### src/rtl/chan_fifo_bridge.sv
// Multi-channel valid/ready bridge: one independent DEPTH-entry FIFO per channel
// with per-channel flush and registered occupancy reporting.
module chan_fifo_bridge #(
  parameter int WIDTH    = 1,
  parameter int CHANNELS = 1,
  parameter int DEPTH    = 4,
  parameter int LW       = $clog2(DEPTH + 1)
) (
  input  logic                      clk,
  input  logic                      rst,
  input  logic [CHANNELS*WIDTH-1:0] in_data,
  input  logic [CHANNELS-1:0]       in_valid,
  output logic [CHANNELS-1:0]       in_ready,
  output logic [CHANNELS*WIDTH-1:0] out_data,
  output logic [CHANNELS-1:0]       out_valid,
  input  logic [CHANNELS-1:0]       out_ready,
  input  logic [CHANNELS-1:0]       flush,
  output logic [CHANNELS*LW-1:0]    level
);

  localparam int PW = (DEPTH > 1) ? $clog2(DEPTH) : 1;

  // DEPTH need not be a power of two, so wrap explicitly at DEPTH-1.
  function automatic logic [PW-1:0] ptr_inc(input logic [PW-1:0] p);
    if (p == PW'(DEPTH - 1)) return '0;
    return p + PW'(1);
  endfunction

  genvar c;
  generate
    for (c = 0; c < CHANNELS; c++) begin : g_ch
      logic [WIDTH-1:0] mem_q [DEPTH];
      logic [PW-1:0]    wr_ptr_q, wr_ptr_d;
      logic [PW-1:0]    rd_ptr_q, rd_ptr_d;
      logic [LW-1:0]    count_q, count_d;
      logic             full, empty, push, pop;

      always_comb begin
        full     = (count_q == LW'(DEPTH));
        empty    = (count_q == '0);
        push     = in_valid[c] & ~full;
        pop      = out_ready[c] & ~empty;
        wr_ptr_d = wr_ptr_q;
        rd_ptr_d = rd_ptr_q;
        count_d  = count_q;
        if (flush[c]) begin
          wr_ptr_d = '0;
          rd_ptr_d = '0;
          count_d  = '0;
        end else begin
          if (push) wr_ptr_d = ptr_inc(wr_ptr_q);
          if (pop)  rd_ptr_d = ptr_inc(rd_ptr_q);
          if (push && !pop)      count_d = count_q + LW'(1);
          else if (pop && !push) count_d = count_q - LW'(1);
        end
      end

      always_ff @(posedge clk or posedge rst) begin
        if (rst) begin
          wr_ptr_q <= '0;
          rd_ptr_q <= '0;
          count_q  <= '0;
        end else begin
          wr_ptr_q <= wr_ptr_d;
          rd_ptr_q <= rd_ptr_d;
          count_q  <= count_d;
        end
      end

      // Storage carries no reset; out_data is only meaningful while out_valid is high.
      always_ff @(posedge clk) begin
        if (push && !flush[c]) mem_q[wr_ptr_q] <= in_data[c*WIDTH +: WIDTH];
      end

      assign in_ready[c]                 = ~full;
      assign out_valid[c]                = ~empty;
      assign out_data[c*WIDTH +: WIDTH]  = mem_q[rd_ptr_q];
      assign level[c*LW +: LW]           = count_q;
    end
  endgenerate

endmodule

### config.mk
export PLATFORM = sky130hd
export DESIGN_NAME = chan_fifo_bridge
export DESIGN_NICKNAME = d
export VERILOG_FILES = /design/src/rtl/chan_fifo_bridge.sv
export SDC_FILE = /design/constraint.sdc
export NUM_CORES = 1
export LEC_CHECK = 0
export ABC_AREA = 1
export CORE_AREA = 2 2 39 41
export CTS_CLUSTER_DIAMETER = 50
export DETAILED_ROUTE_END_ITERATION = 6
export DIE_AREA = 0 0 41 43
export PLACE_DENSITY_LB_ADDON = 0.25
export SKIP_LAST_GASP = 1
export SYNTH_ARGS = -nofsm -noshare
export SYNTH_HDL_FRONTEND = slang
export SYNTH_SLANG_ARGS = --single-unit
### constraint.sdc
create_clock -name clk -period 4.1 [get_ports clk]
set_input_delay 0.82 -clock clk [delete_from_list [all_inputs] [get_ports clk]]
set_output_delay 0.82 -clock clk [all_outputs]
set_load 0.1 [all_outputs]
==> results.yml <==
status:
  status: "complete, no violations"
worst_setup_path:
  end_kind: "output port"
  r2r-end: "level[2]"
  path_cells: "inv_1, nor2_1, o22ai_1, clkdlybuf4s50_1"
  worstSetupStartpointType: "flip-flop"
  ff2ff_path_depth: 12
  reg2reg_slack_ps: 2260
  cp_slowest_cell: "clkdlybuf4s50_1"
  r2r-start: "level[2]"
  timing_worst_setup_path_type: "flip-flop to output port"
  worstPathRequired_ps: 3280
  crit_buf_inv: 2
  cp_max_fo: 4
  max_stage_delay_ps: 1150
  cp_top_family: "buffers and inverters"
  worstPathArrival_ps: 2090
synth:
  ys_async_sr_fraction: 0.636
  synth_area_um2: 659
  ys_seq_area_frac: 0.448
  synth_ff_type: "dfrtp_1"
  synth_compound_area_frac: 0.0759
  ys_seq_elements: 11
  synth_cell_type_count: 18
  avgSynthCellArea_um2: 8.68
  synth-xor-area-share: 0.0133
  syn-num-nets: 87
  synth.mux.area_fraction: 0
  synth-simple-area-share: 0.260
  syn_inst: 76
  synth_fa_ha_area_frac: 0.106
  synth-edff-count: 4
  ys_warn_count: 0
  synth_top_family_by_area: "simple AND/OR/NAND/NOR gates"
timing:
  fmax_mhz: 343
  relSlewSlack: 0.355
  tns_ps: 0
  tightest_slew_ps: 965
  finalClockSkew_ps: 8.29
  setup_ws_ps: 1190
  finalHoldViolations: 0
  slew_violations: 0
  setup_violations: 0
  post-route-period-util: 0.711
  rsz0062_at_grt: "no"
  fin_crit_ps: 2910
final_layout:
  final_cell_mix: "inv_1 (16), nand2_1 (14), clkdlybuf4s50_1 (11)"
  nFillCells: 123
  antenna_cells: 0
  area_delta_synth_final_pct: 23.7
  nets: 103
  final_common_cell: "inv_1"
  layout-drive-gt1-share: 0.121
grt:
  grt_pass1_vias: 477
  grt_max_degree: 10
  grt-ovfl-total: 0
  antenna_found_initial: 0
  grtUsageTotal: 0.160
  grt_pass1_wl_um: 1830
drt:
  wire_per_inst_um: 9.92
  drtIter0Drc: 5
  dr.pass1.iters: 4
  drc_errors: 0
  via_per_inst: 4.62
  final_antenna_net_count: 0
  wl_um: 1060
  vias: 494
clocking:
  htreeDepth: 1
  cts_sinks: 11
  cts_tree: "yes"
  clock_latency_ps: 270
  cts-resized-gates: 0
  cts_setup_buffers: 0
  cts_max_path_buffers: 2
  cts.clk_slew.worst_paths_ps: 70
  holdBufCountCts: 0
  numCtsBuffers: 3
  cts_root_buf: "clkbuf_4"
min_path:
  hold_path.class: "flip-flop to flip-flop"
  holdPathStages: 2
  holdCritStartpoint: "g_ch[0].rd_ptr_q[1]"
  hold-path-endpoint: "g_ch[0].rd_ptr_q[1]"
die:
  rows: 14
  die_area_mm2: 0.00176
  ios: 12
  die_w_um: 41
  core_area_mm2: 0.00138
  die_h_um: 43
  start_util: 0.476
placed_design:
  gp_congestion: 0.820
  dpl.hpwl_um: 813
  io_buffers: 11
  pre_cts_ws_ps: 1460
run:
  max-cap-violations: 0
-- cell type report --
type / instances / area, um^2 / area share
sequential: 11 / 295 / 0.362
timing repair buffer: 11 / 110 / 0.135
tap: 16 / 20.0 / 0.0245
inverter: 17 / 63.8 / 0.0782
multi-input combinational: 48 / 300 / 0.368
clock buffer: 4 / 26.3 / 0.0322
-- registers in the layout (all words and copies together), names as in the netlist --
name,flops
g_ch.mem_q,4
g_ch.rd_ptr_q,2
g_ch.wr_ptr_q,2
level,3
-- logic make-up (layout without fill, tap and decap cells) --
kind of cell,Yosys count,count (layout)
fa+ha+maj,5,5
flops,11,11
buf+inv,17,32
xor+xnor,1,1
compound gates,9,9
simple gates,33,33
-- layer usage --
metal  track usage  wire, um  up-vias  share of wire
met1         0.191       455      214           0.43
met5             0         0        -              0
met2         0.247       522       12           0.49
li1              -         -      264              -
met4        0.0600        21        0          0.020
met3        0.0628        62        4          0.058
-- Yosys cell counts (2+ instances only) --
| master | count | share of area |
|---|---|---|
| inv_1 | 16 | 0.091 |
| nor2_1 | 6 | 0.034 |
| dfrtp_1 | 7 | 0.27 |
| nand2_4 | 2 | 0.034 |
| ha_1 | 4 | 0.076 |
| nor2_4 | 2 | 0.034 |
| edfxtp_1 | 4 | 0.18 |
| nand2_1 | 14 | 0.080 |
| a21oi_1 | 2 | 0.015 |
| o21ai_0 | 5 | 0.038 |
| nand3_1 | 5 | 0.038 |
| nand2_2 | 3 | 0.028 |
-- tightest hold or removal path, cell delays in order, from the launching register on --
cell	delay [ps]
dfrtp_1	350
inv_1	60
a21oi_1	120
-- worst max path at each step --
| stage | from | end | slack [ps] | depth (start not counted) |
|---|---|---|---|---|
| after global routing | g_ch[0].rd_ptr_q[0] | out_data | 1070 | 4 |
| after global placement | g_ch[0].rd_ptr_q[0] | out_data | 1500 | 4 |
| after CTS | g_ch[0].rd_ptr_q[0] | out_data | 1180 | 4 |
| after detailed placement | g_ch[0].rd_ptr_q[0] | out_data | 1460 | 4 |
| after floorplan | g_ch[0].rd_ptr_q[0] | out_data | 1280 | 3 |
| final | g_ch[0].rd_ptr_q[0] | out_data | 1190 | 4 |
-- through the flow --
stage	util	hold slack [ps]	std cells	area (um^2)
floorplan	-	505	76	659
global placement	0.571	548	103	790
detailed placement	0.571	560	103	790
CTS	0.590	577	107	816
global route	0.590	610	107	816
finish	0.590	567	107	816
Power is left out: the tool's default activity adds up to more than one toggle a clock period on the data nets, which glitch-free logic cannot reach.
